--- src/rtl/breakout_pkg.sv ---
// Shared constants, types and geometry helpers for the breakout brick column.
package breakout_pkg;

    localparam int unsigned COORD_W = 11;
    localparam int unsigned HP_W    = 2;

    localparam int DEF_NUM_ROWS   = 8;
    localparam int DEF_X_LEFT     = 461;
    localparam int DEF_X_RIGHT    = 566;
    localparam int DEF_Y_TOP      = 4;
    localparam int DEF_ROW_H      = 16;
    localparam int DEF_ROW_GAP    = 7;
    localparam int DEF_EDGE       = 3;
    localparam int DEF_EXT        = 7;
    localparam int DEF_HIT_POINTS = 1;
    localparam int DEF_POINTS     = 4;
    localparam int DEF_SCORE_W    = 8;

    typedef enum logic {
        StIdle,
        StLock
    } lock_state_e;

    // Contact sides of one brick, MSB first: up, down, left, right.
    typedef struct packed {
        logic u;
        logic d;
        logic l;
        logic r;
    } sides_t;

    function automatic int row_top(input int y_top, input int row_h, input int row_gap,
                                   input int r);
        return y_top + r * (row_h + row_gap);
    endfunction

endpackage

--- src/rtl/breakout_block_column_contact.sv ---
// Combinational four-side contact test of the ball box against one brick.
module brick_contact
    import breakout_pkg::*;
#(
    parameter int X_LEFT  = DEF_X_LEFT,
    parameter int X_RIGHT = DEF_X_RIGHT,
    parameter int ROW_YT  = DEF_Y_TOP,
    parameter int ROW_YB  = DEF_Y_TOP + DEF_ROW_H - 1,
    parameter int EDGE    = DEF_EDGE,
    parameter int EXT     = DEF_EXT
) (
    input  logic               live,
    input  logic [COORD_W-1:0] ball_x_l,
    input  logic [COORD_W-1:0] ball_x_r,
    input  logic [COORD_W-1:0] ball_y_t,
    input  logic [COORD_W-1:0] ball_y_b,
    output sides_t             contact
);

    int   xl, xr, yt, yb;
    logic y_overlap;
    logic x_window;

    // Signed arithmetic so X_LEFT-EXT may go below zero without wrapping.
    always_comb begin
        xl        = {{(32 - COORD_W){1'b0}}, ball_x_l};
        xr        = {{(32 - COORD_W){1'b0}}, ball_x_r};
        yt        = {{(32 - COORD_W){1'b0}}, ball_y_t};
        yb        = {{(32 - COORD_W){1'b0}}, ball_y_b};
        y_overlap = (yb >= ROW_YT) && (yt <= ROW_YB);
        x_window  = (xl >= X_LEFT - EXT) && (xr <= X_RIGHT + EXT);
        contact   = '0;
        if (live) begin
            contact.r = (xl >= X_RIGHT - EDGE) && (xl <= X_RIGHT) && y_overlap;
            contact.l = (xr >= X_LEFT) && (xr <= X_LEFT + EDGE) && y_overlap;
            contact.d = x_window && (yt >= ROW_YB - EDGE) && (yt <= ROW_YB);
            contact.u = x_window && (yb >= ROW_YT) && (yb <= ROW_YT + EDGE);
        end
    end

endmodule

--- src/rtl/breakout_block_column.sv ---
// Brick column: draws live bricks, detects ball contact, services one hit per
// ball pass and keeps HP, destroyed-brick count, score and cleared flag.
module breakout_block_column
    import breakout_pkg::*;
#(
    parameter int NUM_ROWS   = DEF_NUM_ROWS,
    parameter int X_LEFT     = DEF_X_LEFT,
    parameter int X_RIGHT    = DEF_X_RIGHT,
    parameter int Y_TOP      = DEF_Y_TOP,
    parameter int ROW_H      = DEF_ROW_H,
    parameter int ROW_GAP    = DEF_ROW_GAP,
    parameter int EDGE       = DEF_EDGE,
    parameter int EXT        = DEF_EXT,
    parameter int HIT_POINTS = DEF_HIT_POINTS,
    parameter int POINTS     = DEF_POINTS,
    parameter int SCORE_W    = DEF_SCORE_W
) (
    input  logic               clk,
    input  logic               reset,
    input  logic               restart,
    input  logic [COORD_W-1:0] pix_x,
    input  logic [COORD_W-1:0] pix_y,
    input  logic [COORD_W-1:0] ball_x_l,
    input  logic [COORD_W-1:0] ball_x_r,
    input  logic [COORD_W-1:0] ball_y_t,
    input  logic [COORD_W-1:0] ball_y_b,
    output logic               moveU,
    output logic               moveD,
    output logic               moveL,
    output logic               moveR,
    output logic               col_on,
    output logic [1:0]         col_shade,
    output logic [4:0]         hit_count,
    output logic [SCORE_W-1:0] score,
    output logic               cleared
);

    localparam logic [HP_W-1:0] HP_FULL   = HP_W'(HIT_POINTS);
    localparam int              SCORE_MAX = (1 << SCORE_W) - 1;

    logic [COORD_W-1:0]            bxl_q, bxr_q, byt_q, byb_q;
    sides_t [NUM_ROWS-1:0]         contact_d, contact_q;
    logic [NUM_ROWS-1:0][HP_W-1:0] hp_q, hp_d;
    logic [NUM_ROWS-1:0]           row_live, row_contact, svc_sel;
    sides_t                        svc_sides, move_q, move_d;
    lock_state_e                   state_q, state_d;
    logic [4:0]                    hit_count_q, hit_count_d;
    logic [SCORE_W-1:0]            score_q, score_d;
    logic                          cleared_q, cleared_d;
    logic                          any_contact, fire, killed;

    for (genvar r = 0; r < NUM_ROWS; r++) begin : g_row
        localparam int YT = row_top(Y_TOP, ROW_H, ROW_GAP, r);

        brick_contact #(
            .X_LEFT (X_LEFT),
            .X_RIGHT(X_RIGHT),
            .ROW_YT (YT),
            .ROW_YB (YT + ROW_H - 1),
            .EDGE   (EDGE),
            .EXT    (EXT)
        ) u_contact (
            .live    (row_live[r]),
            .ball_x_l(bxl_q),
            .ball_x_r(bxr_q),
            .ball_y_t(byt_q),
            .ball_y_b(byb_q),
            .contact (contact_d[r])
        );
    end

    // Lowest-index contacting live brick wins; its sides are reported together.
    always_comb begin
        row_live    = '0;
        row_contact = '0;
        svc_sel     = '0;
        svc_sides   = '0;
        for (int r = 0; r < NUM_ROWS; r++) begin
            row_live[r]    = hp_q[r] != '0;
            row_contact[r] = row_live[r] && (contact_q[r] != '0);
        end
        any_contact = |row_contact;
        for (int r = NUM_ROWS - 1; r >= 0; r--) begin
            if (row_contact[r]) begin
                svc_sel    = '0;
                svc_sel[r] = 1'b1;
                svc_sides  = contact_q[r];
            end
        end
    end

    always_comb begin
        state_d = state_q;
        fire    = 1'b0;
        unique case (state_q)
            StIdle: begin
                if (any_contact) begin
                    state_d = StLock;
                    fire    = 1'b1;
                end
            end
            StLock: begin
                if (!any_contact) begin
                    state_d = StIdle;
                end
            end
            default: state_d = StIdle;
        endcase
        if (restart) begin
            state_d = StIdle;
            fire    = 1'b0;
        end
    end

    always_comb begin
        hp_d        = hp_q;
        move_d      = '0;
        hit_count_d = hit_count_q;
        score_d     = score_q;
        killed      = 1'b0;
        if (fire) begin
            move_d = svc_sides;
            for (int r = 0; r < NUM_ROWS; r++) begin
                if (svc_sel[r]) begin
                    hp_d[r] = hp_q[r] - HP_W'(1);
                    killed  = hp_q[r] == HP_W'(1);
                end
            end
            if (killed) begin
                hit_count_d = hit_count_q + 5'd1;
                if (int'(score_q) + POINTS > SCORE_MAX) begin
                    score_d = '1;
                end else begin
                    score_d = score_q + SCORE_W'(POINTS);
                end
            end
        end
        if (restart) begin
            hp_d        = {NUM_ROWS{HP_FULL}};
            hit_count_d = '0;
            score_d     = '0;
        end
        cleared_d = (hp_q == '0) && !restart;
    end

    always_ff @(posedge clk or posedge reset) begin
        if (reset) begin
            bxl_q       <= '0;
            bxr_q       <= '0;
            byt_q       <= '0;
            byb_q       <= '0;
            contact_q   <= '0;
            hp_q        <= {NUM_ROWS{HP_FULL}};
            state_q     <= StIdle;
            move_q      <= '0;
            hit_count_q <= '0;
            score_q     <= '0;
            cleared_q   <= 1'b0;
        end else begin
            bxl_q       <= restart ? '0 : ball_x_l;
            bxr_q       <= restart ? '0 : ball_x_r;
            byt_q       <= restart ? '0 : ball_y_t;
            byb_q       <= restart ? '0 : ball_y_b;
            contact_q   <= restart ? '0 : contact_d;
            hp_q        <= hp_d;
            state_q     <= state_d;
            move_q      <= move_d;
            hit_count_q <= hit_count_d;
            score_q     <= score_d;
            cleared_q   <= cleared_d;
        end
    end

    // Render straight from the live HP so a destroyed brick blanks right away.
    always_comb begin
        int px, py, yt;
        col_on    = 1'b0;
        col_shade = '0;
        px        = {{(32 - COORD_W){1'b0}}, pix_x};
        py        = {{(32 - COORD_W){1'b0}}, pix_y};
        for (int r = 0; r < NUM_ROWS; r++) begin
            yt = row_top(Y_TOP, ROW_H, ROW_GAP, r);
            if (px >= X_LEFT && px <= X_RIGHT && py >= yt && py <= yt + ROW_H - 1
                && hp_q[r] != '0) begin
                col_on    = 1'b1;
                col_shade = hp_q[r];
            end
        end
    end

    assign moveU     = move_q.u;
    assign moveD     = move_q.d;
    assign moveL     = move_q.l;
    assign moveR     = move_q.r;
    assign hit_count = hit_count_q;
    assign score     = score_q;
    assign cleared   = cleared_q;

endmodule

--- config.mk ---
export PLATFORM = sky130hd
export DESIGN_NAME = breakout_block_column
export DESIGN_NICKNAME = d
export VERILOG_FILES = /design/src/rtl/breakout_pkg.sv /design/src/rtl/breakout_block_column_contact.sv /design/src/rtl/breakout_block_column.sv
export SDC_FILE = /design/constraint.sdc
export NUM_CORES = 1
export LEC_CHECK = 0
export CAP_MARGIN = 20
export CORE_UTILIZATION = 55
export CTS_BUF_LIST = sky130_fd_sc_hd__clkbuf_2 sky130_fd_sc_hd__clkbuf_4 sky130_fd_sc_hd__clkbuf_8
export CTS_CLUSTER_DIAMETER = 60
export DETAILED_ROUTE_END_ITERATION = 8
export GPL_ROUTABILITY_DRIVEN = 1
export PLACE_DENSITY = 0.81
export RECOVER_POWER = 25
export SLEW_MARGIN = 25
export SYNTH_ARGS = -nofsm -noshare
export SYNTH_HDL_FRONTEND = slang
export SYNTH_SLANG_ARGS = --single-unit
export TNS_END_PERCENT = 50
--- constraint.sdc ---
create_clock -name clk -period 5.8 [get_ports clk]
set_input_delay 1.74 -clock clk [delete_from_list [all_inputs] [get_ports clk]]
set_output_delay 1.74 -clock clk [all_outputs]
set_load 0.1 [all_outputs]
==> summary.txt <==
CTS
  – H-tree levels: 3
  – CTS tree: yes
  – Worst skew pair latency: 390 ps
  – Clk Tree Root Cell: clkbuf_8
  – Hold_buf cts: 0
  – Worst-case clock buffer depth: 2
  – Cts bufs inserted: 9
  – Worst-path clk slew: 130 ps
  – CTS Sinks: 110

Floorplan
  – Die Ht: 108 µm
  – IO Pins: 90
  – Num rows: 38
  – Die area: 11700 µm²
  – Die X-Extent: 108 µm
  – Starting Density: 0.568
  – Core area: 10900 µm²

Final layout
  – Final Cell Area: 7510 µm²
  – Post-layout util: 0.687
  – Area delta synth->final: 21.1%
  – Diodes inserted: 0
  – Final net count: 832
  – Fraction of layout cells with a size suffix above 1: 0.104

Logic synthesis
  – Synthesized Nets: 750
  – Synth area leaders: dfrtp_1 41%, nor2b_1 5.4%, ha_1 3.8%, nor2_1 3.6%, dfstp_2 3.4%
  – Syn Area/Cell: 9.37 µm²
  – Area leader, netlist: dfrtp_1
  – Area fraction of the dominant cell type after synthesis: 0.411
  – Syn Std Cell Area: 6210 µm²
  – Flops & latches, synth: 110
  – Most common cell in the netlist: dfrtp_1
  – Seq/Total Area, Yosys: 0.445
  – Unique masters post-synth: 77
  – Yosys warnings: 0
  – Post-synth EDFFs: 0
  – Post-synth ARST share: 1.00
  – Synthesized instance count: 662
  – Prevailing post-synth register cell: dfrtp_1
  – Post-synth top cells: 102 x dfrtp_1, 60 x nor2_1, 54 x nor2b_1

STA
  – Hold Worst Slack: 567 ps
  – Fmax: 0.177 GHz
  – Tcrit/Tclk final: 0.976
  – RSZ-0062 raised after global routing: false
  – Min Tclk post-route: 5660 ps
  – Final hold vios: 0
  – Pins Over Slew Limit: 142
  – Setup Viol. Count Final: 0
  – Tightest Pin Transition: 3170 ps
  – Setup TNS: 0 ps
  – Max-slew headroom: -1.11
  – Worst Skew: 21.3 ps

Job
  – Total of max-cap violations: 2

Setup path
  – Crit Path Max Fanout: 8
  – Worst EP arrival: 3920 ps
  – Critical Path End Type: primary output
  – Worst-path cell chain: clkdlybuf4s50_1, buf_4, a31oi_2, or4b_4, a21oi_2, and2_1, o31ai_1, a22oi_2, buf_12
  – Slowest-stage cell, CP: or4b_4
  – Max incr delay on CP: 490 ps
  – Critical path class: input port to primary output
  – Crit path launch type: input port
  – Critical path required time: 4060 ps
  – Register-to-register setup slack: 2330 ps
  – Reg2reg start: hp_q[10]$_DFFE_PP1P_
  – Worst R2R End: score[4]$_DFFE_PP0P_
  – Reg2Reg Depth: 7

Power and ir drop
  – Total power: 1.55 mW
  – Leak pwr: 3.10 nW
  – Peak supply drop: 0.124 mV
  – Pwr Density: 206 nW/µm²

Min path
  – Hold EP: score[0]$_DFFE_PP0P_
  – Class of the worst hold path: register to register
  – HP Start: score[0]$_DFFE_PP0P_
  – Hold depth: 2

Route
  – Vias: 5499
  – Met1 WL: 6.62 mm
  – Vias per inst: 6.19
  – DR iter-0 viols: 397
  – Drt wl/cell: 18.5 µm
  – Max Used Layer: met4
  – DR DRC count: 0
  – Pre-antenna DRT Iters: 6
  – Final WL: 16.5 mm
  – Routed Antenna Nets: 0
  – Met2 wire length: 8.30 mm
  – WL met3: 875 µm

Global route
  – Total GRT Usage: 0.292
  – Vias in the first global route: 5499
  – GRT Residual Overflow: 0
  – First-pass GRT wire length: 26.4 mm
  – Largest net degree at the start of global routing: 74
  – Antenna violations before repair: 0

Placed design
  – Buffers on Ports: 89
  – Hpwl dp: 12.4 mm
  – Post-DP Area: 7230 µm²
  – Routability Congestion: 0.971

Status
  – Failing checks: max-capacitance violations, max-slew violations
  – Outcome: finished with violations
==> where the power goes <==
part	internal [mW]	switching [mW]
Sequential	0.788	0.0242
Clock	0.215	0.299
Combinational	0.101	0.121
Total	1.10	0.444
==> registers in the layout, indices dropped and copies added (netlist names) <==
signal and count:
score 7, moveL 1, moveU 1, byt_q 11, cleared 1, byb_q 11
moveR 1, state_q 1, contact_q 32, bxl_q 11, bxr_q 11, hp_q 16
moveD 1, hit_count 5
==> worst max-delay path by stage <==
stage / start / endpoint / slack [ps] / cells past startpoint
CTS: pix_y[2] / col_shade[1] / 0.3 / 9
floorplan: pix_x[7] / col_shade[1] / -30 / 6
global route: pix_y[4] / col_shade[0] / 30 / 9
global placement: pix_y[1] / col_shade[0] / 2 / 8
finish: pix_y[2] / col_shade[1] / 140 / 9
detailed placement: pix_y[1] / col_shade[0] / -40 / 8
==> critical path, delay by kind of cell <==
kind	cells	cell delay [ps]
simple gates	2	630
buf+inv	3	820
compound gates	4	720
==> kinds of logic after synthesis <==
group	share of synthesized area
buffers and inverters	0.0522
DFF	0.445
AOI/OAI and AO/OA	0.178
adders and majority gates	0.0383
and+or+nand+nor	0.257
xor gates and xnor gates	0.0198
muxes	0.00867
==> metal layers <==
metal,global-route usage,vias up
met3,0.0362,52
met5,0,-
met2,0.520,225
met4,0.154,0
met1,0.344,2639
li1,-,2583
==> timing repair <==
action / 4_1_cts / 5_1_grt
setup endpoints to repair: 1 / 3
hold endpoints to repair: 0 / 0
setup buffers: 0 / 1
pin swaps: 2 / 5
resized for setup: 2 / 13
==> metrics by stage <==
| step | setup slack [ps] | std cells |
|---|---|---|
| 2_1_floorplan | -34.4 | 662 |
| 3_3_place_gp | 2.47 | 872 |
| 3_5_place_dp | -40.4 | 872 |
| 4_1_cts | 0.251 | 888 |
| 5_1_grt | 32.5 | 889 |
| 6_report | 142 | 889 |
==> layout make-up <==
| type | instances | area [µm²] |
|---|---|---|
| clock buffer | 9 | 124 |
| clock inverter | 7 | 101 |
| fill | 855 | 3420 |
| inverter | 36 | 136 |
| multi-input combinational | 483 | 3190 |
| sequential | 110 | 2760 |
| tap | 140 | 175 |
| timing repair buffer | 104 | 1030 |
==> cells in the final DEF (no fill, tap or decap), types with 4 or more instances in the layout <==
cell,instances
a211oi_1,13
a21oi_1,20
a31oi_1,4
and2_1,4
and3_1,6
buf_4,13
clkbuf_8,9
clkdlybuf4s50_1,81
dfrtp_1,102
dfstp_2,8
ha_1,19
inv_1,35
nand2_1,51
nand3_1,20
nand4_1,6
nor2_1,60
nor2b_1,54
nor3_1,23
nor3b_1,6
nor4_1,22
o211ai_1,11
o21a_1,6
o21ai_0,18
o22ai_1,8
o311a_1,4
o31ai_1,5
or2_2,5
or3_1,11
or4_1,8
xnor2_1,13
Note: power is estimated with default switching activity, not from simulation.
